### config.mk
export PLATFORM = sky130hd
export DESIGN_NAME = cdb_arbiter
export DESIGN_NICKNAME = d
export VERILOG_FILES = /design/src/rtl/cdb_arbiter.sv
export SDC_FILE = /design/constraint.sdc
export NUM_CORES = 1
export LEC_CHECK = 0
export ABC_AREA = 0
export CORE_MARGIN = 5
export CORE_UTILIZATION = 52
export DETAILED_ROUTE_END_ITERATION = 6
export PLACE_DENSITY = 0.85
export SETUP_SLACK_MARGIN = 0.05
export SLEW_MARGIN = 20
export SYNTH_ARGS = -nofsm -noshare
export SYNTH_HDL_FRONTEND = slang
export SYNTH_SLANG_ARGS = --single-unit
### constraint.sdc
create_clock -name clk -period 6.3 [get_ports clk]
set_input_delay 1.26 -clock clk [delete_from_list [all_inputs] [get_ports clk]]
set_output_delay 1.26 -clock clk [all_outputs]
set_load 0.02 [all_outputs]
### src/rtl/cdb_arbiter.sv
// Common-data-bus arbiter: one result buffer per functional unit, round-robin
// selection of up to CDB_SIZE buffered results per cycle onto the broadcast slots.
package cdb_pkg;
  typedef struct packed {
    logic        valid;
    logic [5:0]  rd_paddr;
    logic [31:0] data;
    logic [4:0]  rob_tag;
  } CDB_t;
endpackage

module cdb_arbiter
  import cdb_pkg::*;
#(
  parameter int unsigned NUM_REQ  = 4,
  parameter int unsigned CDB_SIZE = 2
) (
  input  logic               clk,
  input  logic               rst,
  input  logic [NUM_REQ-1:0] req_valid,
  input  CDB_t               req_data [NUM_REQ],
  output logic [NUM_REQ-1:0] req_ready,
  output CDB_t               CDB [CDB_SIZE],
  input  logic               flush
);

  localparam int unsigned PtrW = (NUM_REQ > 1) ? $clog2(NUM_REQ) : 1;

  CDB_t                buf_q [NUM_REQ];
  logic [NUM_REQ-1:0]  buf_v_q;
  logic [PtrW-1:0]     rr_ptr_q;
  logic [PtrW-1:0]     rr_ptr_d;

  logic                active;
  logic [NUM_REQ-1:0]  grant;
  logic                any_grant;
  logic [PtrW-1:0]     last_idx;
  logic [PtrW-1:0]     idx;
  int                  used;

  // Grants are suppressed entirely during reset and flush, which also freezes rr_ptr.
  assign active = rst && !flush;

  always_comb begin
    grant     = '0;
    any_grant = 1'b0;
    last_idx  = '0;
    idx       = '0;
    used      = 0;
    for (int k = 0; k < int'(CDB_SIZE); k++) begin
      CDB[k] = '0;
    end
    for (int p = 0; p < int'(NUM_REQ); p++) begin
      idx = PtrW'((int'(rr_ptr_q) + p) % int'(NUM_REQ));
      if (active && buf_v_q[idx] && (used < int'(CDB_SIZE))) begin
        grant[idx] = 1'b1;
        any_grant  = 1'b1;
        last_idx   = idx;
        for (int k = 0; k < int'(CDB_SIZE); k++) begin
          if (used == k) begin
            CDB[k]       = buf_q[idx];
            CDB[k].valid = 1'b1;
          end
        end
        used = used + 1;
      end
    end
  end

  // A granted buffer drains this cycle, so it can take a new result at the same edge.
  assign req_ready = {NUM_REQ{active}} & (~buf_v_q | grant);

  always_comb begin
    if (int'(last_idx) == int'(NUM_REQ) - 1) begin
      rr_ptr_d = '0;
    end else begin
      rr_ptr_d = last_idx + 1'b1;
    end
  end

  always_ff @(posedge clk) begin
    if (!rst) begin
      buf_v_q  <= '0;
      rr_ptr_q <= '0;
    end else if (flush) begin
      buf_v_q <= '0;
    end else begin
      for (int i = 0; i < int'(NUM_REQ); i++) begin
        if (req_valid[i] && req_ready[i]) begin
          buf_v_q[i] <= 1'b1;
        end else if (grant[i]) begin
          buf_v_q[i] <= 1'b0;
        end
      end
      if (any_grant) begin
        rr_ptr_q <= rr_ptr_d;
      end
    end
  end

  // Payload storage needs no reset; buf_v_q alone qualifies it.
  always_ff @(posedge clk) begin
    for (int i = 0; i < int'(NUM_REQ); i++) begin
      if (req_valid[i] && req_ready[i]) begin
        buf_q[i] <= req_data[i];
      end
    end
  end

endmodule

==> run summary, run 1 <==
outcome: completed
I/O pins: 275
crit path DAT: 4.78 ns
P&R area growth vs syn: 29.4%
Clock Path Buffers: 2
via/cell ratio: 6.84
vias in the first global route: 10.5k
Final Worst Setup Slack: 0.262 ns
largest net degree at the start of global routing: 70
H-tree levels: 4
reg2reg start: rr_ptr_q[1]$_SDFFE_PN0P_
die width: 165 um
Final nets: 1,359
grt total ovfl: 0
port bufs: 270
RSZ-0062 raised after global routing: no
post-synth cell types: 59
# DRC: 0
CP Launch Type: primary input
gpl congestion: 0.877
fin area: 16,200 um^2
post_cts resized: 0
global-route wire length before repair: 58.7 mm
cell depth of the worst flop-to-flop path: 10
flops & latches, synth: 180
clock root cell: clkbuf_16
core footprint: 23,500 um^2
DRT Pass-1 Iters: 6
number of warning messages in the yosys log: 0
crit share post-route: 95.8%
Post-CTS Setup Bufs: 0
Initial Util: 53.0%
Skew-Pair Late Insertion Delay: 0.44 ns
placement row count: 56
DRT Wirelength: 38.9 mm
Mapped Avg Cell Area: 13.2 um^2
die area: 27,200 um^2
pre-CTS setup slack: 0.128 ns
Hold Violations, Final: 0
drt initial violations: 1,242
Hold Crit Class: reg -> reg
sequential area share after synthesis: 42.7%
post-DR wirelength/cell: 25.9 um
initial antenna violation count: 4
Worst R2R Setup Slack: 2.19 ns
min Tclk post-route: 6.04 ns
worst reg2reg endpoint: buf_q[3][11]$_DFFE_PP_
Syn Nets: 1,135
Post-CTS Hold Buffers: 0
fillcell total: 1,646
die height: 165 um
max_cap viols: 0
Clock transition at path regs: 0.07 ns
CTS tree: yes
post-place instance area: 15,500 um^2
Clock Sinks: 180
Leak: 5.28 nW
Final setup viols: 0
most frequent cells in the layout: clkdlybuf4s50_1 (268), edfxtp_1 (172), mux4_2 (153)
TritonCTS Buffers: 17
Cell Area, Synth: 12,500 um^2
CP Max Fanout: 38
EDFF count, synth: 172
crit path from: rst
max-slew violations: 0
Mapped Cells: 943
Peak VDD IR: 0.000280 V
fmax: 0.166 GHz
Total GRT Usage: 28.3%
setup TNS: 0 ns
Worst Max-Slew Pin Slew: 1.02 ns
Via Count: 10.3k
dpl hpwl: 25.7 mm
final core occ: 68.6%
crit path to: CDB[71]
Post-synth ARST share: 0%
Routed Antenna Nets: 0
CP Class: in -> out
slew margin rel.: 32.2%
most common cell after layout, fill and taps aside: clkdlybuf4s50_1
Worst Skew: 0.0155 ns
top_reg_cell synth: edfxtp_1
power per cell area: 261 nW/um^2
Worst EP required: 5.04 ns
total chip power: 4.21 mW
crit end category: output pin
share of layout cells above drive strength 1: 21.1%
[cell usage after synthesis, drive strengths merged (16+ instances only)]
library cell | n | share of area, %
edfxtp | 172 | 41
nand2 | 113 | 3.4
a2111oi | 42 | 3.1
inv | 20 | 0.60
clkbuf | 69 | 2.1
mux4 | 153 | 28
buf | 33 | 1.7
a221o | 21 | 1.7
a211oi | 20 | 1.2
o21ai | 93 | 3.7
nor2b | 21 | 1.1
a21oi | 23 | 0.92
a22oi | 36 | 2.2
nor2 | 16 | 0.48
mux2i | 22 | 1.8
[layer usage]
metal	share of wire (%)	track usage (%)	vias up
li1	-	-	4408
met1	35	35.1	5078
met2	51	47.4	689
met3	11	7.21	104
met4	3.3	12.2	0
met5	0	0	-
[cells by family (layout without fill, tap and decap cells)]
| logic type | count (synthesis) | in the layout | share of synthesized area [%] |
|---|---|---|---|
| AO/OA/AOI/OAI | 269 | 270 | 15.3 |
| XOR/XNOR | 2 | 2 | 0.140 |
| adder cells (fa/ha/maj) | 10 | 10 | 0.982 |
| buffers and inverters | 123 | 359 | 4.40 |
| flip-flops | 180 | 180 | 42.7 |
| multiplexers | 178 | 178 | 29.7 |
| other | 0 | 4 | 0 |
| AND/OR/NAND/NOR | 181 | 181 | 6.79 |
[where the power goes]
part           internal (mW)  leakage [nW]  switching [mW]
Clock                  0.542         0.295           0.548
Combinational          0.824          3.34           0.836
Sequential              1.36          1.64           0.100
[state kept, by name, summed over array words and instances (netlist names), named ones only]
signal and flops:
buf_q 172, buf_v_q 4, rr_ptr_q 2
[through the flow]
step,cells,hold slack (ns)
4_1_cts,1498,0.778
3_3_place_gp,1466,0.751
2_1_floorplan,943,0.736
6_report,1503,0.788
3_5_place_dp,1466,0.764
5_1_grt,1503,0.856
[worst min-delay path by stage]
stage | startpoint | end | slack, ns | cells past startpoint
global placement | buf_v_q[1]$_SDFFE_PP0P_ | buf_v_q[1]$_SDFFE_PP0P_ | 0.75 | 4
global route | rr_ptr_q[0]$_SDFFE_PN0P_ | register | 0.86 | 3
detailed placement | buf_v_q[1]$_SDFFE_PP0P_ | buf_v_q[1]$_SDFFE_PP0P_ | 0.76 | 4
finish | buf_v_q[1]$_SDFFE_PP0P_ | buf_v_q[1]$_SDFFE_PP0P_ | 0.79 | 4
CTS | buf_v_q[1]$_SDFFE_PP0P_ | buf_v_q[1]$_SDFFE_PP0P_ | 0.78 | 4
floorplan | buf_v_q[1]$_SDFFE_PP0P_ | buf_v_q[1]$_SDFFE_PP0P_ | 0.74 | 5
[area by class of cell]
class	count	area (um^2)	share of cell area [%]
Multi-Input combinational cell	641	6680	41.4
Sequential cell	180	5340	33.0
Timing Repair Buffer	306	3030	18.8
Clock buffer	18	429	2.66
Tap cell	319	399	2.47
Clock inverter	14	183	1.13
Inverter	21	78.8	0.488
Antenna cell	4	10.0	0.0620
[worst max-delay path, cell delays in order]
cell             delay [ns]
clkdlybuf4s50_1        0.57
nor3b_2                0.28
a22o_2                 0.28
clkinv_1               0.15
ha_1                   0.35
nor3_4                 0.36
o21a_4                 0.30
buf_12                 0.24
buf_4                  0.21
nand2_1                0.06
o21ai_1                0.08
clkdlybuf4s50_1        0.62
No activity file was read; power rests on OpenSTA's default activity.
==> run 2: changes to the inputs <==
==> constraint.sdc (replaced) <==
create_clock -name clk -period 6.3 [get_ports clk]
set_input_delay 0.945 -clock clk [delete_from_list [all_inputs] [get_ports clk]]
set_output_delay 0.945 -clock clk [all_outputs]
set_load 0.02 [all_outputs]
==> run summary, run 2 (same netlist as run 1, synthesis figures left out) <==
outcome: completed
max_cap viols: 0 (unchanged)
clock root cell: clkbuf_16
Worst Skew: 0.0151 ns (-0.000432 ns)
via/cell ratio: 6.95 (+1.6%)
vias in the first global route: 10.7k (+2.1%)
crit share post-route: 91.1% (-4.8 points)
max-slew violations: 0 (unchanged)
Largest regs: buf_q x172, buf_v_q x4, rr_ptr_q x2
gpl congestion: 0.883 (+0.66%)
CTS tree: yes
register with the most flip-flops: buf_q
crit end category: output pin
Worst EP required: 5.35 ns (+0.31 ns)
cell depth of the worst flop-to-flop path: 11 (+1)
Routed Antenna Nets: 0 (unchanged)
Post-Place Cells: 1,460 (-0.41%)
Peak VDD IR: 0.000243 V (-13%)
Final setup viols: 0 (unchanged)
Final Non-Filler Cells: 1,493 (-0.67%)
CP Class: in -> out
CP Launch Type: primary input
P&R area growth vs syn: 28.4%
most frequent cells in the layout: clkdlybuf4s50_1 (268), edfxtp_1 (172), mux4_2 (153)
die width: 165 um (unchanged)
worst hold path depth: 4 (unchanged)
Total GRT Usage: 28.8% (+0.54 points)
port bufs: 270 (unchanged)
most common cell after layout, fill and taps aside: clkdlybuf4s50_1
I/O pins: 275 (unchanged)
Final nets: 1,352 (-0.52%)
WHS Endpoint: buf_v_q[1]$_SDFFE_PP0P_
drt initial violations: 1,431 (+15%)
Via Count: 10.4k (+0.93%)
DRT Pass-1 Iters: 6 (unchanged)
Clock Path Buffers: 2 (unchanged)
reg2reg start: rr_ptr_q[0]$_SDFFE_PN0P_
RSZ-0062 raised after global routing: no
Skew-Pair Late Insertion Delay: 0.45 ns (about the same)
power per cell area: 264 nW/um^2 (+1.2%)
Post-CTS Setup Bufs: 0 (unchanged)
# DRC: 0 (unchanged)
global-route wire length before repair: 59.6 mm (+1.5%)
Worst R2R Setup Slack: 2.30 ns (+0.11 ns)
worst reg2reg endpoint: buf_q[1][11]$_DFFE_PP_
post-DR wirelength/cell: 26.1 um (+1.1%)
DRT Wirelength: 39.0 mm (+0.41%)
Largest register FFs: 172 (unchanged)
die height: 165 um (unchanged)
dpl hpwl: 25.0 mm (-2.7%)
Initial Util: 53.0% (unchanged)
initial antenna violation count: 2 (-2)
crit path DAT: 4.79 ns (about the same)
hold slack: 0.783 ns (-0.00465 ns)
placement row count: 56 (unchanged)
hold_sp: buf_v_q[1]$_SDFFE_PP0P_
Clock transition at path regs: 0.08 ns (about the same)
grt total ovfl: 0 (unchanged)
slew margin rel.: 35.8% (+3.6 points)
Post-CTS Hold Buffers: 0 (unchanged)
setup TNS: 0 ns (unchanged)
CP Max Fanout: 49 (+29%)
TritonCTS Buffers: 17 (unchanged)
largest net degree at the start of global routing: 71 (+1.4%)
Clock Sinks: 180 (unchanged)
Hold Violations, Final: 0 (unchanged)
post_cts resized: 0 (unchanged)
share of layout cells above drive strength 1: 20.4% (-0.73 points)
min Tclk post-route: 5.74 ns (-0.300 ns)
Leak: 5.24 nW (-0.77%)
Hold Crit Class: reg -> reg
die area: 27,200 um^2 (unchanged)
fmax: 0.174 GHz (+5.2%)
Worst Max-Slew Pin Slew: 0.963 ns (-0.0536 ns)
core footprint: 23,500 um^2 (unchanged)
H-tree levels: 4 (unchanged)
==> run 2: changes by cell type in the layout (fill, tap and decap cells not counted), moves of 2 or more <==
| cell | before | now |
|---|---|---|
| buf_4 | 32 | 29 |
| clkinv_8 | 7 | 4 |
| diode_2 | 4 | 1 |
| buf_12 | 5 | 3 |
| clkinv_4 | 1 | 3 |
==> run 2: report_power, final <==
| part | leakage [nW] | switching, mW | internal [mW] |
|---|---|---|---|
| combinational | 3.30 | 0.876 | 0.811 |
| clock | 0.297 | 0.539 | 0.571 |
| sequential | 1.64 | 0.0707 | 1.36 |
| total | 5.24 | 1.49 | 2.75 |
==> run 2: cell type report <==
type	instances	area, um^2
Sequential cell	180	5340
Timing Repair Buffer	300	2960
Clock buffer	17	425
Fill cell	1646	7510
Tap cell	319	399
Multi-Input combinational cell	640	6650
Inverter	21	78.8
Clock inverter	15	185
Antenna cell	1	2.50
==> run 2: worst max-delay path by stage <==
stage	cells past startpoint	from	to
final	10	flush	CDB[70]
after global routing	10	flush	CDB[69]
after CTS	10	flush	CDB[70]
after detailed placement	10	flush	CDB[70]
after global placement	10	flush	CDB[70]
after floorplan	18	rr_ptr_q[0]$_SDFFE_PN0P_	CDB[50]
==> run 2: metrics by stage <==
step	cell area [um^2]	utilization, %	power [mW]	setup WS (ns)
final	16000	68.1	4.23	0.562
after floorplan	12500	-	2.62	0.710
after CTS	16000	68.1	4.23	0.593
after global placement	15400	65.5	3.07	0.647
after detailed placement	15400	65.5	3.12	0.624
after global routing	16000	68.1	4.40	0.416
==> run 2: worst max-delay path: stages <==
cell and delay (ns):
clkdlybuf4s50_1 0.55, and3b_1 0.24, a22o_1 0.34, a2111oi_2 0.69, o21a_2 0.47, o21a_4 0.32, buf_12 0.28, nand2_1 0.08
o21ai_1 0.17, clkdlybuf4s50_1 0.67
==> run 2: metal layers <==
| layer | wire, um | global-route usage, % |
|---|---|---|
| met1 | 13600 | 36.2 |
| met2 | 19500 | 48.3 |
| met3 | 4590 | 8.01 |
| met4 | 1260 | 10.4 |
| met5 | 20 | 0 |
